[src/rtl/multicycle_control.sv]
// Multi-cycle MIPS control FSM.
// It sequences each instruction through fetch, decode, execute, memory and
// writeback, drives the datapath selects and strobes, flags illegal opcodes,
// and counts retired instructions.
module multicycle_control #(
  parameter int ALUOP_WIDTH = 3,
  parameter int CNT_WIDTH   = 32,
  parameter bit ENABLE_JAL  = 1'b1
) (
  input  logic                   clk,
  input  logic                   reset,
  input  logic [5:0]             op,
  input  logic [5:0]             funct,
  input  logic                   mem_ready,
  output logic                   mem_req,
  output logic                   mem_write,
  output logic                   i_or_d,
  output logic                   ir_write,
  output logic                   pc_write,
  output logic                   branch_eq,
  output logic                   branch_ne,
  output logic [1:0]             pc_source,
  output logic [1:0]             reg_dst,
  output logic [1:0]             mem_to_reg,
  output logic                   reg_write,
  output logic                   alu_src_a,
  output logic [1:0]             alu_src_b,
  output logic                   shamt_selector,
  output logic [ALUOP_WIDTH-1:0] alu_op,
  output logic                   illegal_instr,
  output logic [CNT_WIDTH-1:0]   retired_count
);

  localparam logic [2:0] ALU_ADD  = 3'b000;
  localparam logic [2:0] ALU_SUB  = 3'b001;
  localparam logic [2:0] ALU_ADDI = 3'b100;
  localparam logic [2:0] ALU_ORI  = 3'b101;
  localparam logic [2:0] ALU_LUI  = 3'b110;
  localparam logic [2:0] ALU_R    = 3'b111;

  typedef enum logic [3:0] {
    S_FETCH, S_DECODE, S_EXEC_R, S_R_WB, S_EXEC_I, S_I_WB, S_MEM_ADDR,
    S_MEM_RD, S_LW_WB, S_MEM_WR, S_BRANCH, S_JUMP, S_JR, S_JAL, S_ILLEGAL
  } state_e;

  state_e                 state_q, state_d;
  logic                   retire_d;
  logic                   fetch_q;
  logic                   mem_req_q, mem_write_q, i_or_d_q, pc_write_q;
  logic                   branch_eq_q, branch_ne_q, reg_write_q;
  logic                   alu_src_a_q, shamt_q, illegal_q;
  logic [1:0]             pc_source_q, reg_dst_q, mem_to_reg_q, alu_src_b_q;
  logic [ALUOP_WIDTH-1:0] alu_op_q;
  logic [CNT_WIDTH-1:0]   count_q;

  // Next-state selection; memory states only advance while a request is
  // actually presented, so mem_ready is ignored in the idle cycle after reset.
  always_comb begin
    state_d  = state_q;
    retire_d = 1'b0;
    case (state_q)
      S_FETCH:    if (mem_req_q && mem_ready) state_d = S_DECODE;
      S_DECODE: begin
        case (op)
          6'h00:               state_d = (funct == 6'h08) ? S_JR : S_EXEC_R;
          6'h08, 6'h0d, 6'h0f: state_d = S_EXEC_I;
          6'h23, 6'h2b:        state_d = S_MEM_ADDR;
          6'h04, 6'h05:        state_d = S_BRANCH;
          6'h02:               state_d = S_JUMP;
          6'h03:               state_d = ENABLE_JAL ? S_JAL : S_ILLEGAL;
          default:             state_d = S_ILLEGAL;
        endcase
      end
      S_EXEC_R:   state_d = S_R_WB;
      S_EXEC_I:   state_d = S_I_WB;
      S_MEM_ADDR: state_d = (op == 6'h2b) ? S_MEM_WR : S_MEM_RD;
      S_MEM_RD:   if (mem_req_q && mem_ready) state_d = S_LW_WB;
      S_MEM_WR: begin
        if (mem_req_q && mem_ready) begin
          state_d  = S_FETCH;
          retire_d = 1'b1;
        end
      end
      S_R_WB, S_I_WB, S_LW_WB, S_BRANCH, S_JUMP, S_JR, S_JAL: begin
        state_d  = S_FETCH;
        retire_d = 1'b1;
      end
      default:    state_d = S_FETCH;
    endcase
  end

  // State register plus registered Moore outputs decoded from the state being entered.
  always_ff @(posedge clk) begin
    if (reset) begin
      state_q      <= S_FETCH;
      fetch_q      <= 1'b0;
      mem_req_q    <= 1'b0;
      mem_write_q  <= 1'b0;
      i_or_d_q     <= 1'b0;
      pc_write_q   <= 1'b0;
      branch_eq_q  <= 1'b0;
      branch_ne_q  <= 1'b0;
      reg_write_q  <= 1'b0;
      alu_src_a_q  <= 1'b0;
      shamt_q      <= 1'b0;
      pc_source_q  <= 2'd0;
      reg_dst_q    <= 2'd0;
      mem_to_reg_q <= 2'd0;
      alu_src_b_q  <= 2'd0;
      alu_op_q     <= '0;
      illegal_q    <= 1'b0;
      count_q      <= '0;
    end else begin
      state_q      <= state_d;
      fetch_q      <= 1'b0;
      mem_req_q    <= 1'b0;
      mem_write_q  <= 1'b0;
      i_or_d_q     <= 1'b0;
      pc_write_q   <= 1'b0;
      branch_eq_q  <= 1'b0;
      branch_ne_q  <= 1'b0;
      reg_write_q  <= 1'b0;
      alu_src_a_q  <= 1'b0;
      shamt_q      <= 1'b0;
      pc_source_q  <= 2'd0;
      reg_dst_q    <= 2'd0;
      mem_to_reg_q <= 2'd0;
      alu_src_b_q  <= 2'd0;
      alu_op_q     <= ALUOP_WIDTH'(ALU_ADD);
      if (retire_d) count_q <= count_q + CNT_WIDTH'(1);
      case (state_d)
        S_FETCH: begin
          fetch_q     <= 1'b1;
          mem_req_q   <= 1'b1;
          alu_src_b_q <= 2'd1;
        end
        S_DECODE:   alu_src_b_q <= 2'd3;
        S_EXEC_R: begin
          alu_src_a_q <= 1'b1;
          alu_op_q    <= ALUOP_WIDTH'(ALU_R);
          shamt_q     <= (funct == 6'h00) || (funct == 6'h02);
        end
        S_R_WB: begin
          reg_dst_q   <= 2'd1;
          reg_write_q <= 1'b1;
        end
        S_EXEC_I: begin
          alu_src_a_q <= 1'b1;
          alu_src_b_q <= 2'd2;
          case (op)
            6'h0d:   alu_op_q <= ALUOP_WIDTH'(ALU_ORI);
            6'h0f:   alu_op_q <= ALUOP_WIDTH'(ALU_LUI);
            default: alu_op_q <= ALUOP_WIDTH'(ALU_ADDI);
          endcase
        end
        S_I_WB:     reg_write_q <= 1'b1;
        S_MEM_ADDR: begin
          alu_src_a_q <= 1'b1;
          alu_src_b_q <= 2'd2;
        end
        S_MEM_RD: begin
          mem_req_q <= 1'b1;
          i_or_d_q  <= 1'b1;
        end
        S_LW_WB: begin
          mem_to_reg_q <= 2'd1;
          reg_write_q  <= 1'b1;
        end
        S_MEM_WR: begin
          mem_req_q   <= 1'b1;
          mem_write_q <= 1'b1;
          i_or_d_q    <= 1'b1;
        end
        S_BRANCH: begin
          alu_src_a_q <= 1'b1;
          alu_op_q    <= ALUOP_WIDTH'(ALU_SUB);
          pc_source_q <= 2'd1;
          branch_eq_q <= (op == 6'h04);
          branch_ne_q <= (op == 6'h05);
        end
        S_JUMP: begin
          pc_write_q  <= 1'b1;
          pc_source_q <= 2'd2;
        end
        S_JR: begin
          pc_write_q  <= 1'b1;
          pc_source_q <= 2'd3;
        end
        S_JAL: begin
          reg_dst_q    <= 2'd2;
          mem_to_reg_q <= 2'd2;
          reg_write_q  <= 1'b1;
          pc_write_q   <= 1'b1;
          pc_source_q  <= 2'd2;
        end
        S_ILLEGAL:  illegal_q <= 1'b1;
        default:    fetch_q <= 1'b0;
      endcase
    end
  end

  // The IR and PC+4 loads must land in the same cycle the fetch completes,
  // so they qualify the registered fetch flag with mem_ready directly.
  always_comb begin
    ir_write = fetch_q & mem_ready;
    pc_write = pc_write_q | (fetch_q & mem_ready);
  end

  assign mem_req        = mem_req_q;
  assign mem_write      = mem_write_q;
  assign i_or_d         = i_or_d_q;
  assign branch_eq      = branch_eq_q;
  assign branch_ne      = branch_ne_q;
  assign pc_source      = pc_source_q;
  assign reg_dst        = reg_dst_q;
  assign mem_to_reg     = mem_to_reg_q;
  assign reg_write      = reg_write_q;
  assign alu_src_a      = alu_src_a_q;
  assign alu_src_b      = alu_src_b_q;
  assign shamt_selector = shamt_q;
  assign alu_op         = alu_op_q;
  assign illegal_instr  = illegal_q;
  assign retired_count  = count_q;

endmodule
[config.mk]
export PLATFORM = sky130hd
export DESIGN_NAME = multicycle_control
export DESIGN_NICKNAME = d
export VERILOG_FILES = /design/src/rtl/multicycle_control.sv
export SDC_FILE = /design/constraint.sdc
export NUM_CORES = 1
export LEC_CHECK = 0
export ABC_AREA = 1
export CORE_UTILIZATION = 26
export CTS_BUF_LIST = sky130_fd_sc_hd__clkbuf_4
export CTS_CLUSTER_DIAMETER = 80
export DETAILED_ROUTE_END_ITERATION = 10
export PLACE_DENSITY = 0.58
export SLEW_MARGIN = 20
export SYNTH_ARGS = -nofsm -noshare
export SYNTH_HDL_FRONTEND = slang
export SYNTH_SLANG_ARGS = --single-unit
[constraint.sdc]
create_clock -name clk -period 2.7 [get_ports clk]
set_input_delay 0.405 -clock clk [delete_from_list [all_inputs] [get_ports clk]]
set_output_delay 0.405 -clock clk [all_outputs]
set_load 0.02 [all_outputs]
Yosys cells after proc, flatten, opt, wreduce, memory -nomap -nowiden
Cells that the tools add are included.
Widths: inputs -> output; s select.
- add/sub/neg operators: 1
- $mul: 0
- div/mod/pow operators: 0
- order comparisons: 0
- equality and inequality tests: 38
- shift-type cells: 0
- mux-type cells: 22
- bitwise gates (word level): 4
- reduce and logical (&&, ||, !) cells: 19
- operator list (cell ; count):
    $eq 4x4->1 const B ; 13
    $add 32x1->32 const B ; 1
    $eq 4x3->1 const B ; 8
    $pmux 4 s7 ; 1
    $eq 6x4->1 const B ; 4
    $pmux 4 s6 ; 1
    $mux 4 ; 5
    $eq 6x2->1 const B ; 3
    $eq 4x2->1 const B ; 4
    $reduce_or 2->1 ; 7
    $eq 6x3->1 const B ; 2
    $eq 6x6->1 const B ; 2
    $logic_not 6->1 ; 2
    $pmux 2 s2 ; 3
    $pmux 2 s3 ; 2
    $pmux 3 s3 ; 1
    $reduce_or 3->1 ; 3
    $eq 4x1->1 const B ; 2
    $logic_not 4->1 ; 2
    $mux 1 ; 8
    $reduce_or 4->1 ; 2
    $reduce_or 7->1 ; 1
    $not 1->1 ; 2
    $pmux 1 s2 ; 1
    other kinds (4) ; 4
- bits in registers: 58
- latch bits: 0
- bits in writable memories: 0
- memory bits (read-only): 0
- input port bits: 15
- output and inout port bits: 54
- word-level logic and storage cells: 102
- memories: 0

Logic depth before layout (Yosys ltp)
- depth in word-level cells: 7
- mapped depth: 16
- gate-level depth less buffers: 16

Least setup slack after synthesis
OpenSTA, ideal clock, no wires.
- path kind: reg2reg
- from: register count_q[0] (netlist: retired_count[0])
- to: register count_q[30] (netlist: retired_count[30])
- library setup time: 113 ps
- arrival time: 1728 ps
- required time: 2587 ps
- slack: 859 ps
- stages on the path, launching flop included: 11
- buffers on the path: 0
- period minus slack after synthesis: 1841 ps
- path through: dfxtp_1 > ha_1 > nand3_1 > nor3_1 > nand3_1 > nor4_4 > nand3_1 > nor2_1 > nand2_1 > nand2_1 > nor2_1
- cells in the longest elaborated chain, start to end: 1
- RTL lines (item ; RTL line ; RTL):
    start: declaration ; 54 ; logic [CNT_WIDTH-1:0] count_q;
    start signal: assignment ; 130 ; if (retire_d) count_q <= count_q + CNT_WIDTH'(1);
    $add 32x1->32 ; 130 ;
No other way between the ends.
A chain may end at the register's enable or synchronous reset.

Worst setup path after layout
- from: input port mem_ready
- to: output port pc_write
- cells in the longest elaborated chain, start to end: 2
- RTL lines (item ; RTL line ; RTL):
    start: declaration ; 14 ; input logic mem_ready,
    $and 1x1->1 ; 206 ; pc_write = pc_write_q | (fetch_q & mem_ready);
    $or 1x1->1 ; 206 ;
    end: declaration ; 19 ; output logic pc_write,
No other way between the ends.

==> flow_summary.yaml <==
yosys:
  synth.top_cell.area_share_pct: 38.24
  synth.cell_area_mm2: 0.003037
  yosysWarnings: 0
  postSynthRegisterBits: 58
  synthesis.nets: 433
  synth_area_leaders: "sky130_fd_sc_hd__dfxtp_1, sky130_fd_sc_hd__nand2_1, sky130_fd_sc_hd__nor2_1"
  seq_area_frac_synth_pct: 38.24
  post_synth_inst_count: 417
  synthDominantAreaCellType: "sky130_fd_sc_hd__dfxtp_1"
  postSynthAreaPerCell_um2: 7.282
  ys_types: 42
grt:
  grt_pass1_wl_um: 12630
  global_route.usage.total_pct: 13.54
  grt-ovfl-total: 0
  largest_net_degree_at_the_start_of_global_routing: 32
  antenna_violations_before_repair: 0
  vias_in_the_first_global_route: 2703
worst_setup_path:
  worstSetupPathType: "in2out"
  crit_chain: "clkdlybuf4s50_1 -> nand2_1 -> inv_1 -> or2_2 -> clkdlybuf4s50_1"
  max_stage_delay_ns: 0.54
  cp_common_cell: "sky130_fd_sc_hd__clkdlybuf4s50_1"
  worst-endpoint-arrival_ns: 1.85
  end_kind: "primary output"
  critical-path-slowest-cell: "sky130_fd_sc_hd__clkdlybuf4s50_1"
  worst-path-max-fanout: 2
  cp-start-kind: "primary input"
  cp.buffers_inverters: 3
  crit_family: "buffers and inverters"
  timing.critical_path.required_ns: 2.30
run_status:
  run_status: "completed"
placed_design:
  finalWeightedCongestion: 0.8767
  dpl.hpwl_um: 6009
  port_buffers: 68
  place_inst: 625
  placed_area_mm2: 0.003891
clocking:
  cts_resized: 0
  clk_pin_slew_ns: 0.10
  max-clock-path-buffers: 2
  htreeDepth: 3
  tritoncts.num_buffers: 9
  cts.repair_timing.setup_buffer_count: 0
  post_cts_hold_buffer_count: 0
  cts_tree: "yes"
  clock_latency_late_sink_ns: 0.40
  cts.sinks: 58
  cts_root_buffer: "sky130_fd_sc_hd__clkbuf_4"
floorplanning:
  core_mm2: 0.01142
  floorplan.initialDensity_pct: 26.59
  row_count: 39
  die_w_um: 110.1
  ios: 69
  die-height_um: 110.1
  full_die_area_mm2: 0.01212
layout:
  post_route_cells_drive_above_1_share_pct: 17.47
  areaGrowthSynthToFinish_pct: 32.34
  ant_diodes: 0
  layout.filler_cells: 1224
  finalCoreUtilization_pct: 35.20
  finish.cell_count_without_fillers: 641
  layout.cell_area.non_filler_mm2: 0.004019
  final_nets: 509
  largest_reg_flops: 32
routing:
  viasPerCell: 4.583
  wl_per_cell_um: 12.51
  route.detailed.drc: 0
  wl_um: 8022
  postRouteAntennaNets: 0
  drt_first_pass_iters: 4
  detail_route.iter0.violations: 128
  vias: 2938
sta:
  fin_worst_skew_ns: 0.02121
  final-max-slew-violation-count: 0
  worst_slew_margin_rel_pct: 70.85
  final_setup_violation_count: 0
  rsz_0062_raised_after_global_routing: "no"
  worst_pin_slew_ns: 0.4332
  hold-worst-slack_ns: 0.5026
  period_minus_slack_ns: 2.252
  period_share_pct: 83.41
  tns_ns: 0
  clock.fmax_ghz: 0.4440
  number_of_failing_hold_endpoints_at_the_final_stage: 0
flow_run:
  maximum_capacitance_violations: 0
min_path:
  min_path_type: "reg2reg"
power_and_ir_drop:
  ir_drop_uv: 305.9
  lkg_pwr_nw: 1.592
  power_per_cell_area_mw_per_mm2: 679.6
## layout make-up
class / count / area (µm²) / area share [%]
clock inverter: 7 / 60.06 / 1.494
tap: 143 / 178.9 / 4.452
inverter: 55 / 210.2 / 5.230
multi-input combinational: 299 / 1645 / 40.94
sequential: 58 / 1161 / 28.89
clock buffer: 9 / 67.56 / 1.681
timing repair buffer: 70 / 695.7 / 17.31
## worst register-to-register path: cells and delay by family, from the launching register on
kind	cells	cell delay, ns
flops	1	0.40
buf+inv	1	0.14
fa+ha+maj	1	0.22
simple gates	8	1.15
## stage by stage
step / power (mW) / setup slack, ns
after CTS: 2.769 / 0.4399
after floorplan: 1.824 / 0.8589
after global routing: 2.923 / 0.3943
after detailed placement: 2.151 / 0.4033
after global placement: 2.145 / 0.3978
final: 2.731 / 0.4478
## cell usage after synthesis (all sizes together)
master  instances
a21oi          22
a31oi           4
buf             2
clkbuf          3
clkinv          2
dfxtp          58
ha              1
inv            53
nand2          92
nand3          33
nand3b          3
nand4          10
nor2           78
nor3           21
nor3b           3
nor4            5
o211ai          1
o21a            2
o21ai          16
or2             1
xnor2           4
xor2            3
## path summary, 6_finish.rpt
path,from,end,slack [ns],cells past startpoint
max reg2reg,retired_count[0],retired_count[28],0.66,10
min,retired_count[15],retired_count[15],0.50,2
max,mem_ready,pc_write,0.45,5
min reg2reg,retired_count[15],retired_count[15],0.50,2
## placed cells by master, fill, tap and decap left out, drive strengths merged, types with 10 or more instances in the layout
master,count
inv,53
a21oi,22
dfxtp,58
nand3,33
nor3,21
o21ai,16
nand4,10
nor2,78
clkdlybuf4s50,68
nand2,92
## power by group
group / leakage [nW] / switching (mW) / internal [mW] / total (mW)
logic: 1.05 / 0.738 / 0.376 / 1.11
registers: 0.469 / 0.0612 / 0.952 / 1.01
clock network: 0.0706 / 0.332 / 0.271 / 0.603
## layer usage
metal  vias up  routed length, µm  GRT usage, %
met2        63               3812         22.77
met5         -                  0             0
li1       1504                  -             -
met3         9                314         3.821
met1      1362               3800         16.82
met4         0                 95         3.810
## cells by family (layout without fill, tap and decap cells)
kind of cell | Yosys count | after routing | share of synthesized area (%)
simple gates | 246 | 246 | 43.18
buf+inv | 60 | 141 | 7.581
flops | 58 | 58 | 38.24
compound gates | 45 | 45 | 8.570
xor+xnor | 7 | 7 | 2.019
fa+ha+maj | 1 | 1 | 0.4120
Power figures use the tool's default switching activity.
